[src/rtl/mips_bus_pkg.sv]
// Shared definitions for the fetch/load-store memory bus arbiter.
package mips_bus_pkg;

  typedef enum logic [2:0] {
    IDLE,
    XFER_I,
    XFER_D,
    DONE_I,
    DONE_D
  } arb_state_t;

  localparam logic MST_INST = 1'b0;
  localparam logic MST_DATA = 1'b1;

  localparam int unsigned DEFAULT_TIMEOUT = 255;

  localparam logic [3:0] WSTRB_NONE = 4'b0000;

endpackage

[src/rtl/bus_watchdog.sv]
// Bus-cycle watchdog: counts silent transfer cycles and flags the one that
// reaches TIMEOUT. TIMEOUT == 0 turns the watchdog off.
module bus_watchdog
  import mips_bus_pkg::*;
#(
  parameter int unsigned TIMEOUT = DEFAULT_TIMEOUT
) (
  input  logic clk,
  input  logic rst,
  input  logic clear,
  input  logic enable,
  output logic expired
);

  logic [31:0] count;

  always_ff @(posedge clk or negedge rst) begin
    if (!rst) begin
      count <= '0;
    end else if (clear) begin
      count <= '0;
    end else if (enable) begin
      count <= count + 32'd1;
    end
  end

  // Fires in the cycle whose increment would bring the count to TIMEOUT.
  generate
    if (TIMEOUT == 0) begin : g_off
      assign expired = 1'b0;
    end else begin : g_on
      assign expired = enable && (count == TIMEOUT - 32'd1);
    end
  endgenerate

endmodule

[src/rtl/mem_bus_arbiter.sv]
// Single-ported memory bus arbiter for the fetch and load/store stages:
// alternating grants on contention, flush squashing and bus-cycle watchdog.
module mem_bus_arbiter
  import mips_bus_pkg::*;
#(
  parameter int unsigned TIMEOUT = DEFAULT_TIMEOUT
) (
  input  logic        clk,
  input  logic        rst,
  input  logic        inst_req,
  input  logic [31:0] inst_addr,
  input  logic        inst_flush,
  output logic [31:0] inst_rdata,
  output logic        inst_ready,
  output logic        inst_stall,
  input  logic        data_req,
  input  logic        data_wr,
  input  logic [3:0]  data_wstrb,
  input  logic [31:0] data_addr,
  input  logic [31:0] data_wdata,
  output logic [31:0] data_rdata,
  output logic        data_ready,
  output logic        data_stall,
  output logic        bus_err,
  output logic        mem_req,
  output logic        mem_wr,
  output logic [3:0]  mem_wstrb,
  output logic [31:0] mem_addr,
  output logic [31:0] mem_wdata,
  input  logic        mem_ack,
  input  logic [31:0] mem_rdata
);

  arb_state_t state;
  logic       last_grant;
  logic       squash;
  logic       inst_done;
  logic       err_flag;
  logic       grant_data;
  logic       in_xfer;
  logic       wd_clear;
  logic       wd_enable;
  logic       wd_expired;

  assign grant_data = data_req && (!inst_req || (last_grant == MST_INST));
  assign in_xfer    = (state == XFER_I) || (state == XFER_D);
  assign wd_clear   = (state == IDLE) && (inst_req || data_req);
  assign wd_enable  = in_xfer && !mem_ack;

  bus_watchdog #(
    .TIMEOUT(TIMEOUT)
  ) u_watchdog (
    .clk    (clk),
    .rst    (rst),
    .clear  (wd_clear),
    .enable (wd_enable),
    .expired(wd_expired)
  );

  always_ff @(posedge clk or negedge rst) begin
    if (!rst) begin
      state      <= IDLE;
      last_grant <= MST_INST;
      squash     <= 1'b0;
      inst_done  <= 1'b0;
      data_ready <= 1'b0;
      err_flag   <= 1'b0;
      inst_rdata <= '0;
      data_rdata <= '0;
      mem_req    <= 1'b0;
      mem_wr     <= 1'b0;
      mem_wstrb  <= WSTRB_NONE;
      mem_addr   <= '0;
      mem_wdata  <= '0;
    end else begin
      inst_done  <= 1'b0;
      data_ready <= 1'b0;
      err_flag   <= 1'b0;
      case (state)
        IDLE: begin
          if (grant_data) begin
            state      <= XFER_D;
            last_grant <= MST_DATA;
            mem_req    <= 1'b1;
            mem_wr     <= data_wr;
            mem_wstrb  <= data_wr ? data_wstrb : WSTRB_NONE;
            mem_addr   <= data_addr;
            mem_wdata  <= data_wdata;
          end else if (inst_req) begin
            state      <= XFER_I;
            last_grant <= MST_INST;
            squash     <= inst_flush;
            mem_req    <= 1'b1;
            mem_wr     <= 1'b0;
            mem_wstrb  <= WSTRB_NONE;
            mem_addr   <= inst_addr;
            mem_wdata  <= '0;
          end
        end
        XFER_I: begin
          if (inst_flush) begin
            squash <= 1'b1;
          end
          if (mem_ack || wd_expired) begin
            state      <= DONE_I;
            mem_req    <= 1'b0;
            inst_rdata <= mem_ack ? mem_rdata : '0;
            inst_done  <= 1'b1;
            err_flag   <= !mem_ack;
          end
        end
        XFER_D: begin
          if (mem_ack || wd_expired) begin
            state      <= DONE_D;
            mem_req    <= 1'b0;
            data_rdata <= (mem_ack && !mem_wr) ? mem_rdata : '0;
            data_ready <= 1'b1;
            err_flag   <= !mem_ack;
          end
        end
        DONE_I, DONE_D: begin
          state  <= IDLE;
          squash <= 1'b0;
        end
        default: begin
          state  <= IDLE;
          squash <= 1'b0;
        end
      endcase
    end
  end

  // A flush arriving in the completion cycle itself must still kill the
  // fetch response, so the registered pulse is gated here.
  assign inst_ready = inst_done && !squash && !inst_flush;
  assign bus_err    = err_flag && !(inst_done && (squash || inst_flush));

  assign inst_stall = inst_req && !inst_ready;
  assign data_stall = data_req && !data_ready;

endmodule

[config.mk]
export PLATFORM = sky130hd
export DESIGN_NAME = mem_bus_arbiter
export DESIGN_NICKNAME = d
export VERILOG_FILES = /design/src/rtl/mips_bus_pkg.sv /design/src/rtl/bus_watchdog.sv /design/src/rtl/mem_bus_arbiter.sv
export SDC_FILE = /design/constraint.sdc
export NUM_CORES = 1
export LEC_CHECK = 0
export BUFFER_PORTS_ARGS = -buffer_cell sky130_fd_sc_hd__buf_2
export CELL_PAD_IN_SITES_DETAIL_PLACEMENT = 0
export CELL_PAD_IN_SITES_GLOBAL_PLACEMENT = 1
export CORE_MARGIN = 2
export CORE_UTILIZATION = 41
export CTS_CLUSTER_SIZE = 40
export DETAILED_ROUTE_END_ITERATION = 12
export PLACE_DENSITY_LB_ADDON = 0.1
export RECOVER_POWER = 25
export SLEW_MARGIN = 20
export SYNTH_ARGS = -nofsm -noshare
export SYNTH_HDL_FRONTEND = slang
export SYNTH_SLANG_ARGS = --single-unit
[constraint.sdc]
create_clock -name clk -period 4.3 [get_ports clk]
set_clock_uncertainty 0.05 [all_clocks]
set_input_delay 0.86 -clock clk [delete_from_list [all_inputs] [get_ports clk]]
set_output_delay 0.86 -clock clk [all_outputs]
set_load 0.02 [all_outputs]
==> results of run 1 <==
==> sequential cells by signal (all words and copies together), names as in the netlist <==
signal	cells
data_rdata	32
inst_rdata	32
mem_addr	32
mem_wdata	32
u_watchdog.count	32
mem_wstrb	4
state	3
data_ready	1
err_flag	1
inst_done	1
last_grant	1
mem_req	1
mem_wr	1
squash	1
==> power by group through the flow <==
stage / combinational, mW / clock, mW / sequential, mW
2_1_floorplan: 1.31 / 0 / 3.21
3_3_place_gp: 2.90 / 0 / 2.58
5_1_grt: 3.17 / 1.81 / 2.66
3_5_place_dp: 2.97 / 0 / 2.60
4_1_cts: 2.96 / 1.74 / 2.59
6_report: 2.91 / 1.70 / 2.59
==> final cells by class <==
| cell class | count | area (µm²) | area share (%) |
|---|---|---|---|
| flip-flops and latches | 174 | 4354 | 43.93 |
| multi-input cells | 435 | 3126 | 31.53 |
| repair buffers | 285 | 1458 | 14.71 |
| clock buffers | 20 | 446.7 | 4.506 |
| well taps | 234 | 292.8 | 2.954 |
| clock inverters | 12 | 207.7 | 2.095 |
| inverters | 6 | 22.52 | 0.2272 |
| diodes | 2 | 5.005 | 0.05049 |
==> critical path, cell delays in order (launching register included) <==
cell	delay, ns
sky130_fd_sc_hd__dfrtp_1	0.41
sky130_fd_sc_hd__nor4_1	0.37
sky130_fd_sc_hd__nand4_1	0.22
sky130_fd_sc_hd__nor4_4	0.46
sky130_fd_sc_hd__a21oi_4	0.09
sky130_fd_sc_hd__buf_4	0.36
sky130_fd_sc_hd__a221o_1	0.45
==> layer usage <==
metal	global-route usage, %	up-vias
met5	0	-
met4	7.316	0
met3	5.027	24
met2	35.10	179
met1	26.33	3061
li1	-	2943
==> through the flow <==
stage                     total power [mW]  hold slack (ns)  cell area [µm²]
after floorplan                      4.515           0.4034             7681
final                                7.206           0.4247             9912
after detailed placement             5.569           0.4159             9259
after CTS                            7.293           0.4302             9913
after global placement               5.479           0.4081             9259
after global routing                 7.646           0.4555             9910
==> cells in the final DEF, fill, tap and decap left out, types with 3 or more instances in the layout <==
cell type / count
sky130_fd_sc_hd__and2_1: 7
sky130_fd_sc_hd__nor2_1: 33
sky130_fd_sc_hd__o21ai_0: 38
sky130_fd_sc_hd__buf_2: 275
sky130_fd_sc_hd__a21oi_1: 5
sky130_fd_sc_hd__nor4_1: 5
sky130_fd_sc_hd__a22o_1: 37
sky130_fd_sc_hd__inv_1: 6
sky130_fd_sc_hd__clkinvlp_4: 3
sky130_fd_sc_hd__xor2_1: 18
sky130_fd_sc_hd__or3_1: 4
sky130_fd_sc_hd__nor2b_1: 69
sky130_fd_sc_hd__nand3_1: 11
sky130_fd_sc_hd__mux2i_1: 32
sky130_fd_sc_hd__nand2_1: 39
sky130_fd_sc_hd__nand4_1: 19
sky130_fd_sc_hd__buf_4: 7
sky130_fd_sc_hd__a221o_1: 64
sky130_fd_sc_hd__o31ai_1: 3
sky130_fd_sc_hd__clkbuf_16: 17
sky130_fd_sc_hd__clkbuf_1: 3
sky130_fd_sc_hd__bufinv_16: 5
sky130_fd_sc_hd__and3_1: 6
sky130_fd_sc_hd__xnor2_1: 8
sky130_fd_sc_hd__dfrtp_1: 174
sky130_fd_sc_hd__nor3_1: 6
==> how the worst max path moves through the flow <==
stage / from / to / slack, ns / cells past startpoint
floorplan: inst_flush / inst_stall / 1.93 / 3
global placement: mem_ack / inst_rdata[3]$_DFFE_PN0P_ / 1.65 / 5
detailed placement: mem_ack / data_rdata[28]$_DFFE_PN0P_ / 1.57 / 5
CTS: u_watchdog.count[29]$_DFFE_PN0P_ / inst_rdata[7]$_DFFE_PN0P_ / 1.72 / 6
global route: rst / inst_rdata[27]$_DFFE_PN0P_ / 1.41 / 2
finish: u_watchdog.count[29]$_DFFE_PN0P_ / inst_rdata[7]$_DFFE_PN0P_ / 1.73 / 6
==> cells by family (layout without fill, tap and decap cells) <==
| family | count (synthesis) | after routing | share of synthesized area [%] |
|---|---|---|---|
| and+or+nand+nor | 216 | 216 | 15.82 |
| DFF | 174 | 174 | 56.69 |
| AOI/OAI and AO/OA | 158 | 158 | 16.78 |
| buffers and inverters | 53 | 323 | 3.111 |
| muxes | 33 | 33 | 4.317 |
| xor gates and xnor gates | 26 | 26 | 2.965 |
| adders and majority gates | 2 | 2 | 0.3257 |
| other | 0 | 2 | 0 |
==> impl_metrics.ini, run 1 <==
[placed_design]
dp.final_hpwl_um = 13860
buffer_ports.inserted = 277
numPlacedInstances = 1134
pre_cts_ws_ns = 1.570
gp_congestion = 0.8163

[power]
power.clock.fraction_pct = 23.6
internal_power_mw = 4.377
switching_share_pct = 39.26
seq_power_share_pct = 35.9
ir_worst_vdd_v = 0.0003447
combinationalPowerShare_pct = 40.4
total_leakage_power_nw = 4.644
power.switching_mw = 2.829
power.density_mw_per_mm2 = 727.0

[critical_path]
path_max_fanout = 67
worst_ep_arrival_time_ns = 2.82
worst-r2r-cell-count = 6
rr_startpoint = u_watchdog.count[29]$_DFFE_PN0P_
criticalPathCategory = reg -> reg
crit_required_ns = 4.55
r2r_slack_ns = 1.73
setup.worst_path.start_class = flip-flop
critPathCaptureType = flip-flop
worst_r2r_endpoint = inst_rdata[7]$_DFFE_PN0P_

[min_path]
hold_depth = 2
holdPathEnd = mem_addr[18]$_DFFE_PN0P_
min-delay-path-class = reg -> reg
min-delay-start = mem_addr[18]$_DFFE_PN0P_

[sta]
tightestPinTransition_ns = 2.196
final_worst_path_setup_slack_ns = 1.725
report.final.hold_viol_count = 0
fin_tns_setup_ns = 0
timing.slew.headroom_pct = -46.42
layout_worst_path_cycle_share_pct = 59.88
slew_viol_final = 87
max_clock_freq_mhz = 388.4
period_minus_slack_ns = 2.575
finalSetupViolCount = 0
grt_setup_unrepaired = no

[cts]
clock_tree_from_tritoncts = built
numClockSinks = 174
cts_root_buf = sky130_fd_sc_hd__clkbuf_16
cts_made_buffers = 17
clock_tree.buffer_depth = 2
cts-htree-levels = 4
cts_repair_resize_count = 0
clock_insertion_delay_at_the_later_pin_of_the_skew_report_ns = 0.42
ctsHoldBuffers = 0
cts_setup_buffers = 0
cts.reportedPaths.clkPinSlew_ns = 0.07

[synthesis]
synth_enable_flop_cells = 0
synth_largest_area_cell = sky130_fd_sc_hd__dfrtp_1
synth_common_cells = sky130_fd_sc_hd__dfrtp_1 (174), sky130_fd_sc_hd__nor2b_1 (69), sky130_fd_sc_hd__a221o_1 (64)
syn-mean-instance-area_um2 = 11.60
post_synth_num_cell_types = 46
synth.cell_area_mm2 = 0.007681
synth_nets = 803
synth.yosys.warnings = 0
ranking_of_synthesized_cells_by_area = sky130_fd_sc_hd__dfrtp_1 (57%), sky130_fd_sc_hd__a221o_1 (8.3%), sky130_fd_sc_hd__nor2b_1 (5.6%)
synthArstFlopShare_pct = 100.0
yosys.area.top_type_share_pct = 56.69
synth_seq_cells = 174
seq_area_frac_synth_pct = 56.69
post-synth-top-count-cell = sky130_fd_sc_hd__dfrtp_1
syn-instance-count = 662
synth_ff_type = sky130_fd_sc_hd__dfrtp_1

[global_routing]
first_global_vias = 6321
grt_pass1_wl_um = 33220
grt_max_degree = 106
antenna_found_initial = 2
leftover_overflow_at_the_end_of_global_routing = 0
track_usage_pct = 20.82

[drt]
route.met3.wl_um = 1168
routed_wl_um = 20650
routed_wire_length_per_instance_um = 17.68
route.detailed.drc = 0
vias = 6207
routedLengthMet1_um = 8851
first_pass_iters = 5
met2_length_um = 10310
post_drt_via_cell_ratio = 5.314
route.antenna.remaining_nets = 0
drt_iter0_drc = 385
routed.top_layer = met4

[final_layout]
finish.net_count = 1060
layout.cells.non_filler = 1168
syn2layout_area_growth_pct = 29.04
post_route_cells_drive_above_1_share_pct = 35.19
fillCellCount = 1685
utilization_pct = 53.53

[outcome]
outcome = finished with violations
failed_checks = max-capacitance violations, max-slew violations

[floorplan]
area_of_the_core_mm2 = 0.01852
start_util_pct = 41.48
fp.dieW_um = 140.9
fp.dieH_um = 140.9
io_pins = 278
floorplan.die_area_mm2 = 0.01985
core.rowCount = 50

[run]
cap_viol_max_count = 1
No activity file was read; power rests on OpenSTA's default activity.
==> run 2, diff against run 1 <==
--- a/config.mk
+++ b/config.mk
@@ -9,7 +9,7 @@
 export CELL_PAD_IN_SITES_DETAIL_PLACEMENT = 0
 export CELL_PAD_IN_SITES_GLOBAL_PLACEMENT = 1
 export CORE_MARGIN = 2
-export CORE_UTILIZATION = 41
+export CORE_UTILIZATION = 38
 export CTS_CLUSTER_SIZE = 40
 export DETAILED_ROUTE_END_ITERATION = 12
 export PLACE_DENSITY_LB_ADDON = 0.1
==> constraint.sdc (replaced) <==
create_clock -name clk -period 2.62 [get_ports clk]
set_clock_uncertainty 0.05 [all_clocks]
set_input_delay 0.524 -clock clk [delete_from_list [all_inputs] [get_ports clk]]
set_output_delay 0.524 -clock clk [all_outputs]
set_load 0.02 [all_outputs]
==> run 2 against run 1 <==
  * The flow still finishes with violations (max-capacitance violations, max-slew violations)
  * Sequential share of layout area shrank 0.79 points
  * Power grew 64%
  * Combinational power grew 70%
  * Register-to-register slack lost 1.4 ns
  * Fmax grew 10%
  * Sequential cell count is the same
  * Die area grew 7.7%
  * Wire length grew 4.7%
  * Global-route usage shrank 0.52 points
  * Utilization shrank 3.2 points
  * Clock power grew 52%
  * Cell count grew 4.5%
  * Highest routed layer unchanged
==> impl_metrics.ini, run 2 (synthesized netlist as in run 1, its figures left out) <==
[cts]
cts_repair_resize_count = 0
cts.reportedPaths.clkPinSlew_ns = 0.07
ctsHoldBuffers = 0
cts_setup_buffers = 0
clock_tree_from_tritoncts = built
cts_made_buffers = 17
cts_root_buf = sky130_fd_sc_hd__clkbuf_16
clock_insertion_delay_at_the_later_pin_of_the_skew_report_ns = 0.42
numClockSinks = 174
clock_tree.buffer_depth = 2
cts-htree-levels = 4

[sta]
timing.slew.headroom_pct = -27.85
layout_worst_path_cycle_share_pct = 89.06
grt_setup_unrepaired = no
finalSetupViolCount = 0
max_clock_freq_mhz = 428.6
tightestPinTransition_ns = 1.918
period_minus_slack_ns = 2.333
hold-worst-slack_ns = 0.2624
fin_tns_setup_ns = 0
report.final.hold_viol_count = 0
slew_viol_final = 71

[critical_path]
rr_startpoint = u_watchdog.count[29]$_DFFE_PN0P_
crit_path_max_incr_delay_ns = 0.44
critPathCaptureType = flip-flop
cp_buf_inv_count = 1
path_cells = nor4_1 > nand4_1 > nor4_4 > a21oi_4 > buf_12 > a221o_1
critical_path.slowest_cell = sky130_fd_sc_hd__nor4_4
worst_setup_path_startpoint = u_watchdog.count[29]$_DFFE_PN0P_
critPathTopFamily = simple AND/OR/NAND/NOR gates
path_max_fanout = 67
worst_ep_arrival_time_ns = 2.58
criticalPathCategory = reg -> reg
setup.worst_path.start_class = flip-flop
crit_required_ns = 2.87
r2r_slack_ns = 0.29

[final_layout]
final_common_cell = sky130_fd_sc_hd__buf_2
multi_input_comb_area_mm2 = 0.003124
syn2layout_area_growth_pct = 31.42
post_route_cells_drive_above_1_share_pct = 36.43
layout.cells.most_common_list = sky130_fd_sc_hd__buf_2 (276), sky130_fd_sc_hd__dfrtp_1 (174), sky130_fd_sc_hd__nor2b_1 (69)
finish.net_count = 1075
fillCellCount = 1868
sequential_cell_area_mm2 = 0.004354

[global_routing]
leftover_overflow_at_the_end_of_global_routing = 0
antenna_found_initial = 4
grt_pass1_wl_um = 34730
first_global_vias = 6494
grt_max_degree = 73
track_usage_pct = 20.30

[power]
power.density_mw_per_mm2 = 1168
total_leakage_power_nw = 4.728
ir_worst_vdd_v = 0.0005236
fin_total_pwr_mw = 11.79

[drt]
vias = 6256
route.antenna.remaining_nets = 0
post_drt_via_cell_ratio = 5.124
first_pass_iters = 4
drt_iter0_drc = 421
route.detailed.drc = 0
routed_wire_length_per_instance_um = 17.72
routed_wl_um = 21630

[run]
cap_viol_max_count = 1

[placed_design]
buffer_ports.inserted = 277
dp.final_hpwl_um = 15240
gp_congestion = 0.8425

[floorplan]
fp.dieH_um = 146.2
floorplan.die_area_mm2 = 0.02137
area_of_the_core_mm2 = 0.02004
core.rowCount = 52
io_pins = 278
fp.dieW_um = 146.2
start_util_pct = 38.33

[outcome]
failed_checks = max-capacitance violations, max-slew violations
outcome = finished with violations

[min_path]
min-delay-path-class = in -> reg
min-delay-start = data_wdata[25]
==> run 2: changes by cell type in the layout (fill, tap and decap cells not counted) <==
| cell | delta |
|---|---|
| sky130_fd_sc_hd__buf_4 | +9 |
| sky130_fd_sc_hd__buf_12 | +6 |
| sky130_fd_sc_hd__inv_6 | +5 |
| sky130_fd_sc_hd__bufinv_16 | -3 |
| sky130_fd_sc_hd__clkbuf_1 | -3 |
| sky130_fd_sc_hd__diode_2 | +2 |
| sky130_fd_sc_hd__and2_0 | +1 |
| sky130_fd_sc_hd__and2_2 | -1 |
| sky130_fd_sc_hd__buf_2 | +1 |
| sky130_fd_sc_hd__clkbuf_8 | -1 |
| sky130_fd_sc_hd__clkinv_4 | +1 |
| sky130_fd_sc_hd__clkinvlp_4 | -1 |
| sky130_fd_sc_hd__inv_8 | +1 |
==> run 2: area by class of cell <==
class / instances / area share (%)
Timing Repair Buffer: 300 / 16.31
Inverter: 6 / 0.2231
Clock buffer: 17 / 4.214
Antenna cell: 4 / 0.09916
Clock inverter: 15 / 1.723
Tap cell: 270 / 3.347
Multi-Input combinational cell: 435 / 30.95
Sequential cell: 174 / 43.13
==> run 2: worst paths after layout <==
check / endpoint / depth (start not counted)
worst max-delay path: data_rdata[0]$_DFFE_PN0P_ / 6
worst min-delay path: mem_wdata[25]$_DFFE_PN0P_ / 2
worst max register to register: data_rdata[0]$_DFFE_PN0P_ / 6
worst min register to register: mem_addr[25]$_DFFE_PN0P_ / 2
max in group asynchronous: inst_rdata[30]$_DFFE_PN0P_ / 2
min in group asynchronous: mem_addr[2]$_DFFE_PN0P_ / 1
==> run 2: stage by stage <==
step | setup slack [ns] | std cells | utilization (%) | area [µm²]
after floorplan | 0.5358 | 662 | - | 7681
after global placement | 0.3601 | 1185 | 47.37 | 9492
after detailed placement | 0.2935 | 1185 | 47.37 | 9492
after CTS | 0.2754 | 1217 | 50.36 | 10090
after global routing | 0.1475 | 1220 | 50.36 | 10090
final | 0.2866 | 1221 | 50.37 | 10090
==> run 2: worst reg2reg max path, cell delays in order, from the launching register on <==
cell	delay [ns]
sky130_fd_sc_hd__dfrtp_1	0.41
sky130_fd_sc_hd__nor4_1	0.36
sky130_fd_sc_hd__nand4_1	0.20
sky130_fd_sc_hd__nor4_4	0.44
sky130_fd_sc_hd__a21oi_4	0.11
sky130_fd_sc_hd__buf_12	0.22
sky130_fd_sc_hd__a221o_1	0.42
==> run 2: where the power goes <==
| group | leakage [nW] | total [mW] | switching (mW) | internal (mW) |
|---|---|---|---|---|
| clock | 0.288 | 2.58 | 1.14 | 1.44 |
| combinational | 2.35 | 4.95 | 3.00 | 1.94 |
| sequential | 2.09 | 4.26 | 0.631 | 3.63 |
| total | 4.73 | 11.8 | 4.77 | 7.01 |
==> run 2: metal layers <==
layer  vias to the layer above  part of all wire, %  GRT usage, %
li1                       2980                    -             -
met1                      3059                   42         25.12
met2                       195                   49         33.89
met3                        22                  6.7         5.781
met4                         0                  1.5         7.670
met5                         -                    0             0
==> run 3, diff against run 2 <==
--- a/config.mk
+++ b/config.mk
@@ -8,12 +8,10 @@
 export BUFFER_PORTS_ARGS = -buffer_cell sky130_fd_sc_hd__buf_2
 export CELL_PAD_IN_SITES_DETAIL_PLACEMENT = 0
 export CELL_PAD_IN_SITES_GLOBAL_PLACEMENT = 1
-export CORE_MARGIN = 2
 export CORE_UTILIZATION = 38
 export CTS_CLUSTER_SIZE = 40
 export DETAILED_ROUTE_END_ITERATION = 12
 export PLACE_DENSITY_LB_ADDON = 0.1
-export RECOVER_POWER = 25
 export SLEW_MARGIN = 20
 export SYNTH_ARGS = -nofsm -noshare
 export SYNTH_HDL_FRONTEND = slang
==> run 3 against run 2 <==
  * Largest power group unchanged
  * Utilization is 0.79 points higher
  * The flow now finishes without violations
  * Sequential share of layout area grew 0.17 points
  * Wire length shrank 3.3%
  * Sequential power hardly changed
  * Highest routed layer unchanged
==> impl_metrics.ini, run 3 (synthesized netlist as in run 1, its figures left out) <==
[placed_design]
gp_congestion = 0.7837
placed_area_mm2 = 0.009458
dp.final_hpwl_um = 14600
buffer_ports.inserted = 277

[cts]
cts_repair_resize_count = 0
cts_made_buffers = 17
clock_tree_from_tritoncts = built
clock_insertion_delay_at_the_later_pin_of_the_skew_report_ns = 0.43
clock_tree.buffer_depth = 2
cts-htree-levels = 4
ctsHoldBuffers = 0
cts.reportedPaths.clkPinSlew_ns = 0.07
cts_setup_buffers = 0
cts_root_buf = sky130_fd_sc_hd__clkbuf_16
numClockSinks = 174

[global_routing]
antenna_found_initial = 1
track_usage_pct = 20.41
first_global_vias = 6092
grt_pass1_wl_um = 32500
leftover_overflow_at_the_end_of_global_routing = 0
grt_max_degree = 103

[drt]
routed_wire_length_per_instance_um = 17.29
route.antenna.remaining_nets = 0
post_drt_via_cell_ratio = 5.164
routed_wl_um = 20920
route.detailed.drc = 0
drt_iter0_drc = 314
vias = 6249
first_pass_iters = 5

[power]
power.clock.fraction_pct = 22.0
seq_power_share_pct = 36.2
switching_share_pct = 40.51
internal_power_mw = 6.988
power.switching_mw = 4.759
ir_worst_vdd_v = 0.0004891
fin_total_pwr_mw = 11.75
combinationalPowerShare_pct = 41.7
total_leakage_power_nw = 4.713
power.density_mw_per_mm2 = 1168

[final_layout]
finish.instance_area_mm2 = 0.01006
post_route_cells_drive_above_1_share_pct = 36.30
syn2layout_area_growth_pct = 30.92
final_common_cell = sky130_fd_sc_hd__buf_2
finish.net_count = 1073
layout.cells.most_common_list = sky130_fd_sc_hd__buf_2 (276), sky130_fd_sc_hd__dfrtp_1 (174), sky130_fd_sc_hd__nor2b_1 (69)
n_antenna_cell = 0

[floorplan]
io_pins = 278
fp.dieW_um = 144.2
area_of_the_core_mm2 = 0.01965
core.rowCount = 51
floorplan.die_area_mm2 = 0.02079
start_util_pct = 39.08
fp.dieH_um = 144.2

[critical_path]
path_max_fanout = 29
crit_required_ns = 2.88
setup.worst_path.start_class = flip-flop
critPathCaptureType = flip-flop
worst-r2r-cell-count = 6
rr_startpoint = u_watchdog.count[29]$_DFFE_PN0P_
criticalPathCategory = reg -> reg
r2r_slack_ns = 0.18
worst_ep_arrival_time_ns = 2.69
worst_r2r_endpoint = data_rdata[5]$_DFFE_PN0P_

[sta]
layout_worst_path_cycle_share_pct = 93.01
finalSetupViolCount = 0
fin_tns_setup_ns = 0
timing.slew.headroom_pct = 51.37
grt_setup_unrepaired = no
report.final.hold_viol_count = 0
tightestPinTransition_ns = 0.7294
max_clock_freq_mhz = 410.4
hold-worst-slack_ns = 0.01259
period_minus_slack_ns = 2.437
slew_viol_final = 0

[run]
cap_viol_max_count = 0

[outcome]
outcome = complete, no violations

[min_path]
min-delay-path-class = in -> async
run 3: changes by cell type in the layout (fill, tap and decap cells not counted), sizes merged:
| cell | change |
|---|---|
| diode | -4 |
| clkbuf | -1 |
| buf | -1 |
| clkinv | -1 |
| clkinvlp | +1 |
run 3: metrics by stage:
| step | cells | util (%) | worst slack, ns |
|---|---|---|---|
| finish | 1210 | 51.17 | 0.1831 |
| global route | 1210 | 51.17 | 0.07718 |
| CTS | 1210 | 51.17 | 0.1780 |
| detailed placement | 1178 | 48.12 | 0.2087 |
| global placement | 1178 | 48.12 | 0.2715 |
| floorplan | 662 | - | 0.5358 |
run 3: per-layer routing:
metal,part of all wire (%),track usage (%)
met5,0,0
met4,1.6,7.590
met3,7.2,5.728
met2,48,33.54
met1,43,25.56
run 3: worst max-delay path by stage:
stage | start | to | slack (ns) | cells after the start
floorplan | u_watchdog.count[0]$_DFFE_PN0P_ | inst_rdata[21]$_DFFE_PN0P_ | 0.54 | 9
global placement | u_watchdog.count[29]$_DFFE_PN0P_ | data_rdata[7]$_DFFE_PN0P_ | 0.27 | 6
detailed placement | u_watchdog.count[29]$_DFFE_PN0P_ | data_rdata[2]$_DFFE_PN0P_ | 0.21 | 6
CTS | u_watchdog.count[29]$_DFFE_PN0P_ | data_rdata[10]$_DFFE_PN0P_ | 0.18 | 6
global route | u_watchdog.count[29]$_DFFE_PN0P_ | data_rdata[1]$_DFFE_PN0P_ | 0.08 | 6
finish | u_watchdog.count[29]$_DFFE_PN0P_ | data_rdata[5]$_DFFE_PN0P_ | 0.18 | 6
run 3: worst max-delay path, stage by stage (launching register included):
cell and delay (ns):
sky130_fd_sc_hd__dfrtp_1 0.41, sky130_fd_sc_hd__nor4_1 0.36, sky130_fd_sc_hd__nand4_1 0.22, sky130_fd_sc_hd__nor4_4 0.47, sky130_fd_sc_hd__a21oi_4 0.22, sky130_fd_sc_hd__buf_12 0.21, sky130_fd_sc_hd__a221o_1 0.36
run 3: cell type report:
class / count / area [µm²]
clock inverters: 15 / 172.7
multi-input cells: 435 / 3124
clock buffers: 17 / 425.4
well taps: 265 / 331.6
inverters: 6 / 22.52
repair buffers: 298 / 1625
flip-flops and latches: 174 / 4354
fillers: 1823 / 9598
run 3: power by group through the flow:
| stage | clock [mW] | sequential [mW] | combinational (mW) |
|---|---|---|---|
| 2_1_floorplan | 0 | 5.26 | 2.15 |
| 3_3_place_gp | 0 | 4.26 | 4.86 |
| 3_5_place_dp | 0 | 4.27 | 4.97 |
| 4_1_cts | 2.65 | 4.26 | 4.96 |
| 5_1_grt | 2.78 | 4.38 | 5.34 |
| 6_report | 2.59 | 4.25 | 4.90 |
